===== src/rtl/arm_shifter_pipe.sv =====
// rtl/arm_shifter_pipe.sv - two-stage pipelined ARM-semantics barrel shifter
//
// Purpose:
//   LSL/LSR/ASR/ROR/RRX with ARM shifter carry-out, register amounts 0..255 and
//   immediate #0 special cases. Stage 1 registers the operand together with a
//   decoded amount class; stage 2 runs a log2 mux shifter and registers the
//   result. Valid/ready on both sides; at most two operands in flight.
//
// Optional feature macro: SHIFTER_FLAGS_EN (adds out_zero / out_neg).
//
// Ports:
//   clk, rst            rising-edge clock, asynchronous active-high reset
//   in_valid/in_ready   operand handshake
//   in_data [WIDTH]     operand
//   in_amt  [8]         shift amount (immediate mode uses [LOG2W-1:0])
//   in_op   [2]         00 LSL, 01 LSR, 10 ASR, 11 ROR
//   in_imm              1 = immediate encoding
//   in_carry            current C flag
//   out_valid/out_ready result handshake
//   out_data [WIDTH]    shifted result
//   out_carry           shifter carry-out
//   out_zero, out_neg   (SHIFTER_FLAGS_EN only) result==0, result msb

module arm_shifter_pipe #(
  parameter int WIDTH = 32
) (
  input  logic             clk,
  input  logic             rst,
  input  logic             in_valid,
  output logic             in_ready,
  input  logic [WIDTH-1:0] in_data,
  input  logic [7:0]       in_amt,
  input  logic [1:0]       in_op,
  input  logic             in_imm,
  input  logic             in_carry,
  output logic             out_valid,
  input  logic             out_ready,
  output logic [WIDTH-1:0] out_data,
  output logic             out_carry
`ifdef SHIFTER_FLAGS_EN
  ,
  output logic             out_zero,
  output logic             out_neg
`endif
);

  localparam int         LOG2W = $clog2(WIDTH);
  localparam logic [7:0] W8    = 8'(WIDTH);

  localparam logic [1:0] OP_LSL = 2'b00;
  localparam logic [1:0] OP_LSR = 2'b01;
  localparam logic [1:0] OP_ASR = 2'b10;
  localparam logic [1:0] OP_ROR = 2'b11;

  // Amount class: everything stage 2 needs besides the low amount bits.
  //   PASS  : result = data, carry = cin
  //   SHIFT : real shift/rotate by s1_amt (1..W-1)
  //   FULL  : LSL/LSR by exactly W, ASR by >= W, ROR by nonzero multiple of W
  //   OVER  : LSL/LSR by more than W -> zero, carry 0
  //   RRX   : immediate ROR #0
  typedef enum logic [2:0] {
    CLS_PASS,
    CLS_SHIFT,
    CLS_FULL,
    CLS_OVER,
    CLS_RRX
  } cls_t;

  // ---------------------------------------------------------------- stage 1
  logic             s1_valid;
  logic [WIDTH-1:0] s1_data;
  logic [1:0]       s1_op;
  logic             s1_cin;
  logic [LOG2W-1:0] s1_amt;
  cls_t             s1_cls;

  logic             s2_take;
  logic [LOG2W-1:0] amt_lo;
  logic             amt_hi_zero;
  cls_t             d_cls;

  assign amt_lo      = in_amt[LOG2W-1:0];
  assign amt_hi_zero = (in_amt[7:LOG2W] == '0);

  // Stage 2 can take stage 1 when it is empty or its result drains now.
  assign s2_take  = !out_valid || out_ready;
  assign in_ready = !s1_valid || s2_take;

  always_comb begin
    d_cls = CLS_PASS;
    if (in_imm) begin
      if (amt_lo == '0) begin
        case (in_op)
          OP_LSL:  d_cls = CLS_PASS;
          OP_LSR:  d_cls = CLS_FULL;
          OP_ASR:  d_cls = CLS_FULL;
          default: d_cls = CLS_RRX;
        endcase
      end else begin
        d_cls = CLS_SHIFT;
      end
    end else if (in_amt == 8'd0) begin
      d_cls = CLS_PASS;
    end else if (in_op == OP_ROR) begin
      // Rotation only cares about n mod W.
      d_cls = (amt_lo == '0) ? CLS_FULL : CLS_SHIFT;
    end else if (amt_hi_zero) begin
      d_cls = CLS_SHIFT;
    end else if (in_amt == W8) begin
      d_cls = CLS_FULL;
    end else begin
      d_cls = (in_op == OP_ASR) ? CLS_FULL : CLS_OVER;
    end
  end

  always_ff @(posedge clk or posedge rst) begin
    if (rst) begin
      s1_valid <= 1'b0;
      s1_data  <= '0;
      s1_op    <= OP_LSL;
      s1_cin   <= 1'b0;
      s1_amt   <= '0;
      s1_cls   <= CLS_PASS;
    end else if (in_ready) begin
      s1_valid <= in_valid;
      if (in_valid) begin
        s1_data <= in_data;
        s1_op   <= in_op;
        s1_cin  <= in_carry;
        s1_amt  <= amt_lo;
        s1_cls  <= d_cls;
      end
    end
  end

  // ---------------------------------------------------------------- stage 2
  // Left and right shifts run on W+1 bit vectors so the last bit shifted out
  // lands in the extra bit and becomes the carry without a separate mux.
  logic [WIDTH:0]   l_v;
  logic [WIDTH:0]   r_v;
  logic [WIDTH-1:0] rot;
  logic [WIDTH-1:0] sh_data;
  logic             sh_carry;

  always_comb begin
    l_v = {1'b0, s1_data};
    r_v = {s1_data, 1'b0};
    rot = s1_data;
    for (int i = 0; i < LOG2W; i++) begin
      if (s1_amt[i]) begin
        l_v = l_v << (1 << i);
        if (s1_op == OP_ASR) begin
          r_v = $signed(r_v) >>> (1 << i);
        end else begin
          r_v = r_v >> (1 << i);
        end
        rot = (rot >> (1 << i)) | (rot << (WIDTH - (1 << i)));
      end
    end

    sh_data  = s1_data;
    sh_carry = s1_cin;
    case (s1_cls)
      CLS_SHIFT: begin
        case (s1_op)
          OP_LSL: begin
            sh_data  = l_v[WIDTH-1:0];
            sh_carry = l_v[WIDTH];
          end
          OP_ROR: begin
            sh_data  = rot;
            sh_carry = rot[WIDTH-1];
          end
          default: begin
            sh_data  = r_v[WIDTH:1];
            sh_carry = r_v[0];
          end
        endcase
      end
      CLS_FULL: begin
        case (s1_op)
          OP_LSL: begin
            sh_data  = '0;
            sh_carry = s1_data[0];
          end
          OP_LSR: begin
            sh_data  = '0;
            sh_carry = s1_data[WIDTH-1];
          end
          OP_ASR: begin
            sh_data  = {WIDTH{s1_data[WIDTH-1]}};
            sh_carry = s1_data[WIDTH-1];
          end
          default: begin
            sh_data  = s1_data;
            sh_carry = s1_data[WIDTH-1];
          end
        endcase
      end
      CLS_OVER: begin
        sh_data  = '0;
        sh_carry = 1'b0;
      end
      CLS_RRX: begin
        sh_data  = {s1_cin, s1_data[WIDTH-1:1]};
        sh_carry = s1_data[0];
      end
      default: begin
        sh_data  = s1_data;
        sh_carry = s1_cin;
      end
    endcase
  end

  always_ff @(posedge clk or posedge rst) begin
    if (rst) begin
      out_valid <= 1'b0;
      out_data  <= '0;
      out_carry <= 1'b0;
`ifdef SHIFTER_FLAGS_EN
      out_zero  <= 1'b0;
      out_neg   <= 1'b0;
`endif
    end else if (s2_take) begin
      out_valid <= s1_valid;
      // Result registers only change when a new operand arrives, so a
      // stalled result stays put.
      if (s1_valid) begin
        out_data  <= sh_data;
        out_carry <= sh_carry;
`ifdef SHIFTER_FLAGS_EN
        out_zero  <= (sh_data == '0);
        out_neg   <= sh_data[WIDTH-1];
`endif
      end
    end
  end

endmodule


===== config.mk =====
export PLATFORM = sky130hd
export DESIGN_NAME = arm_shifter_pipe
export DESIGN_NICKNAME = d
export VERILOG_FILES = /design/src/rtl/arm_shifter_pipe.sv
export SDC_FILE = /design/constraint.sdc
export NUM_CORES = 1
export LEC_CHECK = 0
export CAP_MARGIN = 20
export CELL_PAD_IN_SITES_DETAIL_PLACEMENT = 1
export CELL_PAD_IN_SITES_GLOBAL_PLACEMENT = 1
export CORE_MARGIN = 2
export CORE_UTILIZATION = 45
export CTS_BUF_LIST = sky130_fd_sc_hd__clkbuf_8
export DETAILED_ROUTE_END_ITERATION = 8
export MAX_ROUTING_LAYER = met4
export PLACE_DENSITY = 0.83
export SYNTH_ARGS = -nofsm -noshare
export SYNTH_HDL_FRONTEND = slang
export SYNTH_SLANG_ARGS = --single-unit

===== constraint.sdc =====
create_clock -name clk -period 3.1 [get_ports clk]
set_input_delay 0.62 -clock clk [delete_from_list [all_inputs] [get_ports clk]]
set_output_delay 0.62 -clock clk [all_outputs]
set_load 0.01 [all_outputs]

==> impl_metrics.yaml, run 1 <==
run_status:
  status: "completed"
sta:
  fmax_mhz: 332.2
  clock_skew_ns: 0.01508
  setup_tns_ns: 0
  tightest_slew_ns: 1.093
  fin_crit_sh: 0.9712
  drv_slew: 0
  hold_violations: 0
  relSlewSlack: 0.2688
  hold_slack_ns: 0.4879
  finalSetupViolCount: 0
  rsz0062_at_grt: "no"
  finalCriticalPeriod_ns: 3.011
logic_synthesis:
  synthTopCellsByCount: "99 x nand2_1, 92 x mux4_2, 85 x mux2_2"
  yosysTopAreaCellShare: 0.2090
  synth.area.top_cells: "mux4_2 21%, dfrtp_1 20%, mux2_2 9.7%"
  syn-num-nets: 1124
  synth_area_sq_um: 9912
  yosysWarningCount: 0
  synth_seq_cells: 78
  synth_cells: 1071
  ys.flop_type: "dfrtp_1"
  async_flop_share: 1.000
  synth_edf_count: 0
  yosysUniqueCellTypes: 74
  yosysMostFrequentCell: "nand2_1"
  yosysTopAreaCell: "mux4_2"
  ys_seq_area_frac: 0.1969
  synth_area_per_cell_sq_um: 9.255
die:
  start_util: 0.4570
  design.die.area_sq_um: 23230
  ios: 83
  die_y_um: 152.4
  core-area_sq_um: 21690
  die_w_um: 152.4
  std_cell_rows: 54
grt:
  grt_max_degree: 52
  antenna_found_initial: 1
  grtUsageTotal: 0.4495
  grt_first_pass_wirelength_um: 75240
  grt_overflow: 0
  grt_pass1_vias: 10940
clock_network:
  cts_tree: "done"
  clock_path_buffers: 2
  cts_hold_buf: 0
  root_buffer: "clkbuf_8"
  path_clk_slew_ns: 0.10
  cts_buffers: 9
  cts.sinks: 78
  h-tree-depth: 3
  clock_latency_ns: 0.39
placement:
  postPlaceCellArea_sq_um: 11760
  portBuffers: 82
  gp_congestion: 1.046
  place_inst: 1455
  hpwl_um: 39840
critical_path:
  critPathLaunch: "s1_amt[0]$_DFFE_PP0P_"
  cp-end-kind: "flop"
  worstPathRequired_ns: 3.39
  crit_slowest_cell: "dfrtp_4"
  rrSetupSlack_ns: 0.09
  r2r_cells: 8
  max_stage_delay_ns: 0.65
  path_cells: "buf_4 -> mux4_2 -> mux4_2 -> nand2_1 -> o21ai_1 -> o311ai_1 -> buf_4 -> a21oi_1"
  r2r_start: "s1_amt[0]$_DFFE_PP0P_"
  arrival_ns: 3.30
  crit_fanout: 14
  r2r-end: "out_data[26]$_DFFE_PP0P_"
  worstSetupPathType: "reg -> reg"
  startpoint_type: "flop"
worst_hold_path:
  holdPathStages: 2
  hp-start: "out_data[18]$_DFFE_PP0P_"
  hold_path_class: "reg -> reg"
  min_to: "out_data[18]$_DFFE_PP0P_"
route:
  wire_per_inst_um: 34.83
  drc: 0
  avgViaCountPerCell: 7.366
  drtIter0Drc: 1318
  dr.pass1.iters: 6
  wirelength_um: 51340
  vias: 10860
  ant_nets: 0
job:
  cap_violations: 0
final_layout:
  syn2layout_area_growth_pct: 21.19
  nets: 1241
  fillers: 2434
  fin_area_sq_um: 12010
  stdcell_count: 1474
  drive_gt1_frac: 0.3160
pwr:
  power_density_nw_per_um2: 646.4
  leakage_nw: 4.681
  ir_drop_v: 0.0003534
  fin_total_pwr_w: 0.007765
repair_timing:
action,in CTS,in global routing
buffers inserted,1,1
resized for setup,1,2
endpoints found under the setup margin,1,4
through the flow:
| step | utilization | setup WS [ns] |
|---|---|---|
| after floorplan | - | 0.4850 |
| after global placement | 0.5421 | -0.003699 |
| after detailed placement | 0.5421 | -0.1424 |
| after CTS | 0.5522 | 0.08526 |
| after global routing | 0.5539 | 0.05093 |
| final | 0.5539 | 0.08932 |
worst max-delay path by stage:
stage                                          end  cells after the start
after floorplan              out_carry$_DFFE_PP0P_                      1
after global placement       out_carry$_DFFE_PP0P_                      8
after detailed placement     out_carry$_DFFE_PP0P_                      8
after CTS                 out_data[17]$_DFFE_PP0P_                      6
after global routing         out_carry$_DFFE_PP0P_                      8
final                     out_data[26]$_DFFE_PP0P_                      8
cells by family after synthesis:
family          after synthesis  share of synthesized area
xor+xnor                      2                   0.001768
buf+inv                     149                    0.06854
mux                         254                     0.3880
fa+ha+maj                     5                   0.006312
simple gates                282                     0.1299
flops                        78                     0.1969
compound gates              301                     0.2085
state kept, by name, summed over array words and instances, names as in the netlist:
register	flops
out_carry	1
out_data	32
out_valid	1
s1_amt	5
s1_cin	1
s1_cls	3
s1_data	32
s1_op	2
s1_valid	1
where the power goes:
group	switching, W	internal, W
Sequential	0.000429	0.00123
Combinational	0.00291	0.00235
Clock	0.000476	0.000369
Total	0.00381	0.00395
routing by layer:
layer	part of all wire	GRT usage	vias to the layer above
met5	0	-	-
met4	0.069	0.2451	0
met3	0.11	0.09727	204
met2	0.44	0.6776	839
met1	0.38	0.5661	5419
li1	-	-	4396
area by class of cell:
cell class                      instances  area [sq um]  share of cell area
Inverter                               17         65.06            0.005416
Clock buffer                            9         123.9             0.01031
Timing Repair Buffer                  238          2145              0.1785
Multi-Input combinational cell        844          7296              0.6073
Sequential cell                        78          1964              0.1635
Clock inverter                          7         66.31            0.005520
Antenna cell                            1         2.502           0.0002083
Tap cell                              280         350.3             0.02916
worst max-delay path: cells and delay by family (launching register included):
kind,cells,cell delay (ns)
DFF,1,0.65
AOI/OAI and AO/OA,3,0.60
buffers and inverters,2,0.48
and+or+nand+nor,1,0.08
muxes,2,1.09
placed cells by master, fill, tap and decap left out, drive strengths merged, types with 17 or more instances in the layout:
| master | Yosys | routed |
|---|---|---|
| mux2 | 101 | 101 |
| mux4 | 92 | 92 |
| nand3 | 23 | 23 |
| o22ai | 20 | 20 |
| inv | 16 | 18 |
| dfrtp | 78 | 78 |
| mux2i | 61 | 61 |
| nand2 | 99 | 99 |
| a21oi | 61 | 61 |
| o21ai | 63 | 63 |
| clkdlybuf4s50 | 0 | 82 |
| nor2 | 83 | 83 |
| a211oi | 17 | 17 |
| o211ai | 17 | 17 |
| buf | 51 | 156 |
(Power assumes the default switching activity.)
==> run 2: changes to the inputs <==
Settings changed: CORE_UTILIZATION 45 to 43.
Clock period 3.1 ns to 2.66 ns, I/O delays scaled along.
==> impl_metrics.yaml, run 2 (same netlist as run 1, synthesis figures left out) <==
run_status:
  status: "finished with violations"
  violations: "negative setup slack"
route:
  ant_nets: 0
  wirelength_um: 63640
  avgViaCountPerCell: 7.605
  drc: 0
  drtIter0Drc: 2053
  dr.pass1.iters: 7
  wire_per_inst_um: 38.36
  vias: 12620
placement:
  place_ws_ns: -0.3313
  place_inst: 1598
  portBuffers: 82
  postPlaceCellArea_sq_um: 12820
  gp_congestion: 1.069
  hpwl_um: 44360
sta:
  rsz0062_at_grt: "yes"
  finalWorstSetupSlack_ns: -0.1559
  drv_slew: 0
  setup_tns_ns: -2.105
  finalSetupViolCount: 27
  clock_skew_ns: 0.02080
  fmax_mhz: 355.1
  finalCriticalPeriod_ns: 2.816
  hold_violations: 0
  fin_crit_sh: 1.059
  tightest_slew_ns: 0.8284
  hold_slack_ns: 0.4852
  relSlewSlack: 0.4419
critical_path:
  crit_fanout: 7
  cp-end-kind: "flop"
  max_stage_delay_ns: 0.53
  cpMostUsedCell: "buf_6"
  worstPathRequired_ns: 2.95
  arrival_ns: 3.10
  worstSetupPathType: "reg -> reg"
  crit_slowest_cell: "dfrtp_4"
  startpoint_type: "flop"
  path_cells: "buf_8 -> buf_6 -> buf_6 -> mux2_4 -> mux4_2 -> mux2i_1 -> buf_4 -> o22ai_1 -> o221ai_1 -> nand3_1"
grt:
  grt_max_degree: 79
  grt_overflow: 0
  grt_first_pass_wirelength_um: 85610
  antenna_found_initial: 3
  grtUsageTotal: 0.4992
  grt_pass1_vias: 12340
job:
  cap_violations: 0
pwr:
  leakage_nw: 5.757
  ir_drop_v: 0.0004392
  power_density_nw_per_um2: 790.4
worst_hold_path:
  hold_path_class: "reg -> reg"
final_layout:
  drive_gt1_frac: 0.4572
  fin_area_sq_um: 14170
  fillers: 2435
  nets: 1415
  stdcell_count: 1659
  syn2layout_area_growth_pct: 42.93
  mostFrequentLayoutCells: "281 x buf_4, 95 x nand2_1, 92 x mux4_2"
  multi_input_area_sq_um: 7807
  reg_top3: "out_data: 32 flops, s1_data: 32 flops, s1_amt: 5 flops"
  seqCellArea_sq_um: 1964
  layout_commonest_cell: "buf_4"
die:
  start_util: 0.4378
  ios: 83
  design.die.area_sq_um: 24280
  std_cell_rows: 55
  die_w_um: 155.8
  die_y_um: 155.8
  core-area_sq_um: 22640
clock_network:
  clock_path_buffers: 2
  cts_tree: "done"
  cts_buffers: 9
  clock_latency_ns: 0.42
  root_buffer: "clkbuf_8"
  h-tree-depth: 3
  path_clk_slew_ns: 0.09
  cts_hold_buf: 0
  cts.sinks: 78
-- run 2: layer usage --
layer	global-route usage	vias up	wire length (um)
li1	-	4750	-
met2	0.7611	1276	27250
met1	0.6018	6103	21800
met3	0.1086	488	8136
met4	0.3176	0	6448
met5	-	-	0
-- run 2: final cells by class --
class	instances	area share
multi-input combinational	844	0.5511
timing repair buffer	412	0.2600
tap	285	0.02517
clock buffer	9	0.008743
inverter	17	0.005387
antenna	7	0.001236
sequential	78	0.1387
clock inverter	7	0.009715
-- run 2: worst paths after layout --
| check | startpoint | end | slack (ns) | cells past startpoint |
|---|---|---|---|---|
| min | out_data[10]$_DFFE_PP0P_ | out_data[10]$_DFFE_PP0P_ | 0.49 | 2 |
| max in group asynchronous | rst | out_data[1]$_DFFE_PP0P_ | 1.70 | 3 |
| max reg2reg | s1_amt[3]$_DFFE_PP0P_ | out_data[18]$_DFFE_PP0P_ | -0.16 | 10 |
| min reg2reg | out_data[10]$_DFFE_PP0P_ | out_data[10]$_DFFE_PP0P_ | 0.49 | 2 |
| max | s1_amt[3]$_DFFE_PP0P_ | out_data[18]$_DFFE_PP0P_ | -0.16 | 10 |
| min in group asynchronous | rst | s1_data[22]$_DFFE_PP0P_ | 0.54 | 3 |
-- run 2: power breakdown --
part           leakage [nW]  internal (W)  switching (W)  total, W
Combinational          4.69       0.00368        0.00436   0.00804
Clock                 0.135      0.000716       0.000569   0.00128
Sequential            0.935       0.00144       0.000434   0.00187
Total                  5.76       0.00583        0.00536    0.0112
-- run 2: through the flow --
stage | utilization | power (W)
after floorplan | - | 0.005065
after global placement | 0.5665 | 0.008307
after detailed placement | 0.5665 | 0.008463
after CTS | 0.5965 | 0.01006
after global routing | 0.6254 | 0.01131
final | 0.6258 | 0.01120
-- run 2: timing repair --
| action | CTS | global route |
|---|---|---|
| pin swaps | 17 | 26 |
| setup endpoints to repair | 29 | 33 |
| buffers inserted | 16 | 23 |
| gates cloned | 1 | 1 |
| resized for setup | 68 | 101 |
-- run 2: critical path: cells and delay by family, from the launching register on --
| family | cells | cell delay (ns) |
|---|---|---|
| AOI/OAI and AO/OA | 2 | 0.37 |
| and+or+nand+nor | 1 | 0.11 |
| muxes | 3 | 1.06 |
| DFF | 1 | 0.53 |
| buffers and inverters | 4 | 0.63 |
